<file path="config.mk">
export PLATFORM = sky130hd
export DESIGN_NAME = multicycle_control_flat
export DESIGN_NICKNAME = d
export VERILOG_FILES = /design/src/rtl/mips_ctrl_pkg.sv /design/src/rtl/multicycle_control_if.sv /design/src/rtl/alu_decoder.sv /design/src/rtl/multicycle_control.sv /design/src/flat_wrapper.sv
export SDC_FILE = /design/constraint.sdc
export NUM_CORES = 1
export LEC_CHECK = 0
export ABC_CLOCK_PERIOD_IN_PS = 1800
export BUFFER_PORTS_ARGS = -buffer_cell sky130_fd_sc_hd__buf_2
export CORE_MARGIN = 3
export CORE_UTILIZATION = 37
export DETAILED_ROUTE_END_ITERATION = 10
export HOLD_SLACK_MARGIN = 0.03
export PLACE_DENSITY = 0.73
export SLEW_MARGIN = 40
export SYNTH_ARGS = -nofsm -noshare
export SYNTH_HDL_FRONTEND = slang
export SYNTH_SLANG_ARGS = --single-unit
</file>
<file path="constraint.sdc">
create_clock -name clk -period 1.8 [get_ports clk]
set_input_delay 0.27 -clock clk [delete_from_list [all_inputs] [get_ports clk]]
set_output_delay 0.27 -clock clk [all_outputs]
set_load 0.02 [all_outputs]
</file>
<file path="src/rtl/mips_ctrl_pkg.sv">
// Shared encodings for the multicycle MIPS control unit: states, opcodes,
// funct codes, ALU operation codes and datapath mux selects.
package mips_ctrl_pkg;

  typedef enum logic [3:0] {
    S_FETCH   = 4'd0,
    S_DECODE  = 4'd1,
    S_MEMADR  = 4'd2,
    S_MEMRD   = 4'd3,
    S_MEMWB   = 4'd4,
    S_MEMWR   = 4'd5,
    S_EXECUTE = 4'd6,
    S_ALUWB   = 4'd7,
    S_BRANCH  = 4'd8,
    S_ADDIEX  = 4'd9,
    S_ADDIWB  = 4'd10,
    S_JUMP    = 4'd11
  } state_t;

  localparam logic [5:0] OP_RTYPE = 6'b000000;
  localparam logic [5:0] OP_LW    = 6'b100011;
  localparam logic [5:0] OP_SW    = 6'b101011;
  localparam logic [5:0] OP_BEQ   = 6'b000100;
  localparam logic [5:0] OP_ADDI  = 6'b001000;
  localparam logic [5:0] OP_J     = 6'b000010;

  localparam logic [5:0] FN_ADD = 6'b100000;
  localparam logic [5:0] FN_SUB = 6'b100010;
  localparam logic [5:0] FN_AND = 6'b100100;
  localparam logic [5:0] FN_OR  = 6'b100101;
  localparam logic [5:0] FN_SLT = 6'b101010;

  typedef enum logic [1:0] {
    ALUOP_ADD   = 2'b00,
    ALUOP_SUB   = 2'b01,
    ALUOP_FUNCT = 2'b10
  } alu_op_t;

  localparam logic [2:0] ALUC_AND = 3'b000;
  localparam logic [2:0] ALUC_OR  = 3'b001;
  localparam logic [2:0] ALUC_ADD = 3'b010;
  localparam logic [2:0] ALUC_SUB = 3'b110;
  localparam logic [2:0] ALUC_SLT = 3'b111;

  localparam logic [1:0] SRCB_B      = 2'b00;
  localparam logic [1:0] SRCB_FOUR   = 2'b01;
  localparam logic [1:0] SRCB_IMM    = 2'b10;
  localparam logic [1:0] SRCB_IMM_SH = 2'b11;

  localparam logic [1:0] PCSRC_ALU    = 2'b00;
  localparam logic [1:0] PCSRC_ALUOUT = 2'b01;
  localparam logic [1:0] PCSRC_JUMP   = 2'b10;

  function automatic logic op_supported(input logic [5:0] op);
    return (op == OP_RTYPE) || (op == OP_LW) || (op == OP_SW) ||
           (op == OP_BEQ) || (op == OP_ADDI) || (op == OP_J);
  endfunction

endpackage

</file>
<file path="src/rtl/multicycle_control_if.sv">
// Control bundle between the multicycle control unit (master) and the
// datapath (slave): instruction fields and flags in, mux selects and strobes out.
interface multicycle_control_if;
  logic [5:0] Opcode;
  logic [5:0] Funct;
  logic       Zero;
  logic       IorD;
  logic       MemRead;
  logic       MemWrite;
  logic       IRWrite;
  logic       RegDst;
  logic       MemtoReg;
  logic       RegWrite;
  logic       ALUSrcA;
  logic [1:0] ALUSrcB;
  logic [2:0] ALUControl;
  logic [1:0] PCSrc;
  logic       PCEn;
  logic       InstrDone;
  logic       IllegalOp;
  logic [3:0] State;

  modport master (
    input  Opcode, Funct, Zero,
    output IorD, MemRead, MemWrite, IRWrite, RegDst, MemtoReg, RegWrite,
           ALUSrcA, ALUSrcB, ALUControl, PCSrc, PCEn, InstrDone, IllegalOp, State
  );

  modport slave (
    output Opcode, Funct, Zero,
    input  IorD, MemRead, MemWrite, IRWrite, RegDst, MemtoReg, RegWrite,
           ALUSrcA, ALUSrcB, ALUControl, PCSrc, PCEn, InstrDone, IllegalOp, State
  );
endinterface

</file>
<file path="src/rtl/alu_decoder.sv">
// Maps the FSM's coarse ALU request and the R-type funct field to the
// 3-bit ALU operation code.
module alu_decoder
  import mips_ctrl_pkg::*;
(
  input  alu_op_t    alu_op,
  input  logic [5:0] funct,
  output logic [2:0] alu_control
);

  always_comb begin
    alu_control = ALUC_ADD;
    case (alu_op)
      ALUOP_SUB: alu_control = ALUC_SUB;
      ALUOP_FUNCT: begin
        case (funct)
          FN_ADD:  alu_control = ALUC_ADD;
          FN_SUB:  alu_control = ALUC_SUB;
          FN_AND:  alu_control = ALUC_AND;
          FN_OR:   alu_control = ALUC_OR;
          FN_SLT:  alu_control = ALUC_SLT;
          default: alu_control = ALUC_ADD;
        endcase
      end
      default: alu_control = ALUC_ADD;
    endcase
  end

endmodule

</file>
<file path="src/rtl/multicycle_control.sv">
// Moore control FSM for a shared-memory multicycle MIPS datapath; every
// output is decoded from the current state and forced low during reset.
module multicycle_control
  import mips_ctrl_pkg::*;
(
  input logic                 clk,
  input logic                 reset,
  multicycle_control_if.master bus
);

  state_t     state;
  state_t     state_next;
  alu_op_t    alu_op;
  logic [2:0] alu_ctrl;
  logic       pc_write;
  logic       branch;
  logic       active;

  always_ff @(posedge clk or posedge reset) begin
    if (reset) state <= S_FETCH;
    else       state <= state_next;
  end

  always_comb begin
    state_next = S_FETCH;
    case (state)
      S_FETCH: state_next = S_DECODE;
      S_DECODE: begin
        case (bus.Opcode)
          OP_LW, OP_SW: state_next = S_MEMADR;
          OP_RTYPE:     state_next = S_EXECUTE;
          OP_BEQ:       state_next = S_BRANCH;
          OP_ADDI:      state_next = S_ADDIEX;
          OP_J:         state_next = S_JUMP;
          default:      state_next = S_FETCH;
        endcase
      end
      S_MEMADR:  state_next = (bus.Opcode == OP_LW) ? S_MEMRD : S_MEMWR;
      S_MEMRD:   state_next = S_MEMWB;
      S_EXECUTE: state_next = S_ALUWB;
      S_ADDIEX:  state_next = S_ADDIWB;
      default:   state_next = S_FETCH;
    endcase
  end

  alu_decoder u_alu_decoder (
    .alu_op      (alu_op),
    .funct       (bus.Funct),
    .alu_control (alu_ctrl)
  );

  // Outputs stay at zero while reset is held and in the unused codes 12-15.
  always_comb begin
    bus.IorD      = 1'b0;
    bus.MemRead   = 1'b0;
    bus.MemWrite  = 1'b0;
    bus.IRWrite   = 1'b0;
    bus.RegDst    = 1'b0;
    bus.MemtoReg  = 1'b0;
    bus.RegWrite  = 1'b0;
    bus.ALUSrcA   = 1'b0;
    bus.ALUSrcB   = SRCB_B;
    bus.PCSrc     = PCSRC_ALU;
    bus.InstrDone = 1'b0;
    bus.IllegalOp = 1'b0;
    alu_op        = ALUOP_ADD;
    pc_write      = 1'b0;
    branch        = 1'b0;
    active        = 1'b0;
    if (!reset) begin
      active = 1'b1;
      case (state)
        S_FETCH: begin
          bus.MemRead = 1'b1;
          bus.IRWrite = 1'b1;
          pc_write    = 1'b1;
          bus.ALUSrcB = SRCB_FOUR;
        end
        S_DECODE: begin
          bus.ALUSrcB   = SRCB_IMM_SH;
          bus.IllegalOp = !op_supported(bus.Opcode);
          bus.InstrDone = !op_supported(bus.Opcode);
        end
        S_MEMADR: begin
          bus.ALUSrcA = 1'b1;
          bus.ALUSrcB = SRCB_IMM;
        end
        S_MEMRD: begin
          bus.IorD    = 1'b1;
          bus.MemRead = 1'b1;
        end
        S_MEMWB: begin
          bus.MemtoReg  = 1'b1;
          bus.RegWrite  = 1'b1;
          bus.InstrDone = 1'b1;
        end
        S_MEMWR: begin
          bus.IorD      = 1'b1;
          bus.MemWrite  = 1'b1;
          bus.InstrDone = 1'b1;
        end
        S_EXECUTE: begin
          bus.ALUSrcA = 1'b1;
          alu_op      = ALUOP_FUNCT;
        end
        S_ALUWB: begin
          bus.RegDst    = 1'b1;
          bus.RegWrite  = 1'b1;
          bus.InstrDone = 1'b1;
        end
        S_BRANCH: begin
          bus.ALUSrcA   = 1'b1;
          alu_op        = ALUOP_SUB;
          bus.PCSrc     = PCSRC_ALUOUT;
          branch        = 1'b1;
          bus.InstrDone = 1'b1;
        end
        S_ADDIEX: begin
          bus.ALUSrcA = 1'b1;
          bus.ALUSrcB = SRCB_IMM;
        end
        S_ADDIWB: begin
          bus.RegWrite  = 1'b1;
          bus.InstrDone = 1'b1;
        end
        S_JUMP: begin
          bus.PCSrc     = PCSRC_JUMP;
          pc_write      = 1'b1;
          bus.InstrDone = 1'b1;
        end
        default: active = 1'b0;
      endcase
    end
    bus.PCEn       = pc_write | (branch & bus.Zero);
    bus.ALUControl = active ? alu_ctrl : 3'b000;
  end

  assign bus.State = state;

endmodule
</file>
<file path="src/flat_wrapper.sv">
// flat-port wrapper written by rule: the top's interface ports become plain ports
module multicycle_control_flat import mips_ctrl_pkg::*;
  (clk, reset, bus_Opcode, bus_Funct, bus_Zero, bus_IorD, bus_MemRead, bus_MemWrite, bus_IRWrite, bus_RegDst, bus_MemtoReg, bus_RegWrite, bus_ALUSrcA, bus_ALUSrcB, bus_ALUControl, bus_PCSrc, bus_PCEn, bus_InstrDone, bus_IllegalOp, bus_State);
  multicycle_control_if bus_i ();
  input logic clk;
  input logic reset;
  input wire logic [$bits(bus_i.Opcode)-1:0] bus_Opcode;
  input wire logic [$bits(bus_i.Funct)-1:0] bus_Funct;
  input wire logic [$bits(bus_i.Zero)-1:0] bus_Zero;
  output wire logic [$bits(bus_i.IorD)-1:0] bus_IorD;
  output wire logic [$bits(bus_i.MemRead)-1:0] bus_MemRead;
  output wire logic [$bits(bus_i.MemWrite)-1:0] bus_MemWrite;
  output wire logic [$bits(bus_i.IRWrite)-1:0] bus_IRWrite;
  output wire logic [$bits(bus_i.RegDst)-1:0] bus_RegDst;
  output wire logic [$bits(bus_i.MemtoReg)-1:0] bus_MemtoReg;
  output wire logic [$bits(bus_i.RegWrite)-1:0] bus_RegWrite;
  output wire logic [$bits(bus_i.ALUSrcA)-1:0] bus_ALUSrcA;
  output wire logic [$bits(bus_i.ALUSrcB)-1:0] bus_ALUSrcB;
  output wire logic [$bits(bus_i.ALUControl)-1:0] bus_ALUControl;
  output wire logic [$bits(bus_i.PCSrc)-1:0] bus_PCSrc;
  output wire logic [$bits(bus_i.PCEn)-1:0] bus_PCEn;
  output wire logic [$bits(bus_i.InstrDone)-1:0] bus_InstrDone;
  output wire logic [$bits(bus_i.IllegalOp)-1:0] bus_IllegalOp;
  output wire logic [$bits(bus_i.State)-1:0] bus_State;
  assign bus_i.Opcode = bus_Opcode;
  assign bus_i.Funct = bus_Funct;
  assign bus_i.Zero = bus_Zero;
  assign bus_IorD = bus_i.IorD;
  assign bus_MemRead = bus_i.MemRead;
  assign bus_MemWrite = bus_i.MemWrite;
  assign bus_IRWrite = bus_i.IRWrite;
  assign bus_RegDst = bus_i.RegDst;
  assign bus_MemtoReg = bus_i.MemtoReg;
  assign bus_RegWrite = bus_i.RegWrite;
  assign bus_ALUSrcA = bus_i.ALUSrcA;
  assign bus_ALUSrcB = bus_i.ALUSrcB;
  assign bus_ALUControl = bus_i.ALUControl;
  assign bus_PCSrc = bus_i.PCSrc;
  assign bus_PCEn = bus_i.PCEn;
  assign bus_InstrDone = bus_i.InstrDone;
  assign bus_IllegalOp = bus_i.IllegalOp;
  assign bus_State = bus_i.State;
  multicycle_control u_core (.clk(clk), .reset(reset), .bus(bus_i));
endmodule
</file>
==> impl_metrics.env <==
export IMPL_reg2reg_setup_slack_ps=570
export IMPL_rows=13
export IMPL_worst_pin_slew_ps=353
export IMPL_max_slew_margin_rel_pct=76.3
export IMPL_clk_pin_slew_ps=50
export IMPL_synthTopCellsByArea="dfrtp_1 (17%), nor2_1 (6.9%), nor3_1 (5.0%)"
export IMPL_power_density_nw_per_um2=871
export IMPL_ir_drop_v=0.000517
export IMPL_crit_path_start="u_core.bus.State[3]"
export IMPL_yosysTopAreaCellShare_pct=16.8
export IMPL_ant_nets=0
export IMPL_grt_max_degree=14
export IMPL_worst_path_buf_inv=2
export IMPL_root_buffer="clkbuf_4"
export IMPL_synth_cells=87
export IMPL_dp_slack_ps=-99.9
export IMPL_antenna_cells=0
export IMPL_violations="negative setup slack"
export IMPL_hold_viol=0
export IMPL_drt_iter0_drc=13
export IMPL_cts_sinks=4
export IMPL_grt_pass1_wl_um=3470
export IMPL_crit_chain="inv_4, nor2_2, and3_4, ha_4, a211o_4, nor3_4, buf_6"
export IMPL_die_area_um2=2130
export IMPL_synth_net_count=104
export IMPL_htreeDepth=1
export IMPL_fillCellCount=97
export IMPL_crit_path_end_kind="output port"
export IMPL_crit_end="bus_ALUControl[0]"
export IMPL_timing_final_crit_period_ps=2100
export IMPL_antenna_found_initial=0
export IMPL_syn_area_per_cell_um2=6.86
export IMPL_async_flop_share_pct=100
export IMPL_ys_ff_latch=4
export IMPL_drv_cap=0
export IMPL_clk_latency_ps=250
export IMPL_cp_depth=7
export IMPL_hold_slack_ps=80.5
export IMPL_synth_edff_count=0
export IMPL_io_pins=37
export IMPL_grtUsageTotal_pct=22.3
export IMPL_worstPathRequired_ps=1530
export IMPL_status="complete, but fails checks"
export IMPL_gr_total_overflow=0
export IMPL_dieHeight_um=46.2
export IMPL_drv_slew=0
export IMPL_fmax_mhz=476
export IMPL_routed_wl_um=2410
export IMPL_rsz0062_at_grt="yes"
export IMPL_yosys_top_cells_count="nor2_1 (11), nand2_1 (6), nor3_1 (6)"
export IMPL_layout_drive_gt1_share_pct=61.7
export IMPL_cts_tree="done"
export IMPL_grt_pass1_vias=798
export IMPL_p_leak_nw=0.521
export IMPL_synth_cell_types=37
export IMPL_cts_hold_buffers=0
export IMPL_rr_worst_depth=3
export IMPL_crit_type="reg2out"
export IMPL_clock_tree_buffer_depth=2
export IMPL_arrival_ps=1830
export IMPL_worstSetupStartpointType="flop"
export IMPL_r2r_end="u_core.bus.State[2]"
export IMPL_synth_warnings=0
export IMPL_drc=0
export IMPL_finalSetupViolCount=8
export IMPL_syn_to_final_growth_pct=84.9
export IMPL_largest_register_ffs=4
export IMPL_cpMaxStageDelayCell="dfrtp_2"
export IMPL_slowest_delay_ps=410
export IMPL_finalCritPeriodShare_pct=117
export IMPL_fin_worst_skew_ps=8.67
export IMPL_yosysSeqAreaShare_pct=16.8
export IMPL_io_buffers=36
export IMPL_start_util_pct=42.7
export IMPL_synth_top_area_cell="dfrtp_1"
export IMPL_layout_nets=159
export IMPL_wire_per_inst_um=15.5
export IMPL_vias=905
export IMPL_holdCritPathClass="in2async"
export IMPL_synth_ff_type="dfrtp_1"
export IMPL_synth_area_um2=597
export IMPL_layout_setup_ws_ps=-303
export IMPL_dr_pass1_iters=4
export IMPL_synth_most_common_cell="nor2_1"
export IMPL_routed_via_density=5.80
export IMPL_dpl_hpwl_um=1610
export IMPL_core_area_um2=1400
export IMPL_gp_congestion=0.837
export IMPL_cp_max_fo=4
export IMPL_worst_r2r_startpoint="u_core.bus.State[0]"
export IMPL_cts_made_buffers=3
export IMPL_cp_top_family="simple AND/OR/NAND/NOR gates"
export IMPL_die_w_um=46.2
==> cells by family after synthesis <==
family / synth area share (%)
compound gates: 24.9
flops: 16.8
simple gates: 41.1
xor+xnor: 4.40
buf+inv: 8.59
fa+ha+maj: 4.19
==> worst min path at each step <==
stage / cells after the start / slack [ps] / start / endpoint
after floorplan: 2 / 240 / reset / u_core.bus.State[2]
after global placement: 3 / 310 / reset / u_core.bus.State[2]
after detailed placement: 3 / 320 / reset / u_core.bus.State[2]
after CTS: 3 / 90 / reset / u_core.bus.State[3]
after global routing: 3 / 90 / reset / u_core.bus.State[3]
final: 3 / 80 / reset / u_core.bus.State[3]
==> tightest hold or removal path: cells and delay by family <==
| kind | cells | cell delay [ps] |
|---|---|---|
| buffers and inverters | 3 | 380 |
==> final cells by class <==
cell class / count / area (µm²) / area share [%]
clock buffers: 4 / 26.3 / 2.38
inverters: 6 / 25.0 / 2.27
multi-input cells: 72 / 573 / 51.9
flip-flops and latches: 4 / 105 / 9.52
well taps: 15 / 18.8 / 1.70
repair buffers: 55 / 355 / 32.2
==> cell usage in the layout, fill, tap and decap left out, types with 3 or more instances in the layout <==
master | synthesis | routed
a21oi_1 | 4 | 4
inv_1 | 4 | 4
nand2_1 | 6 | 5
clkbuf_4 | 0 | 3
nor3b_1 | 3 | 3
nand3_1 | 5 | 3
xor2_1 | 3 | 3
dfrtp_2 | 0 | 4
buf_4 | 0 | 22
a211oi_2 | 0 | 3
buf_2 | 2 | 29
nor3_1 | 6 | 3
buf_6 | 1 | 4
nor2_1 | 11 | 7
==> report_power, final <==
part / switching (mW) / leakage (nW) / internal [mW] / total (mW)
registers: 0.0324 / 0.0472 / 0.115 / 0.147
logic: 0.393 / 0.459 / 0.289 / 0.682
clock network: 0.0479 / 0.0150 / 0.0839 / 0.132
==> what timing repair did <==
action                                  4_1_cts  5_1_grt
endpoints found under the setup margin        8       11
pin swaps                                     1        2
setup buffers                                 0        0
endpoints found under the hold margin         0        0
gates resized for setup                      15       15
==> layer usage <==
layer	track usage, %	vias up	wire length (µm)
li1	-	428	-
met1	25.4	428	915
met2	40.4	42	1310
met3	2.73	7	144
met4	10.2	0	42
met5	0	-	0
==> through the flow <==
stage / cell area [µm²] / total power [mW] / std cells / utilization, % / TNS, ps
2_1_floorplan: 638 / 0.494 / 87 / - / -421
3_3_place_gp: 947 / 0.709 / 152 / 67.7 / -85.7
3_5_place_dp: 947 / 0.716 / 152 / 67.7 / -159
4_1_cts: 1040 / 0.884 / 156 / 74.6 / -1520
5_1_grt: 1100 / 1.02 / 156 / 78.9 / -2210
6_report: 1100 / 0.962 / 156 / 78.9 / -1650
No activity file was read; power rests on OpenSTA's default activity.
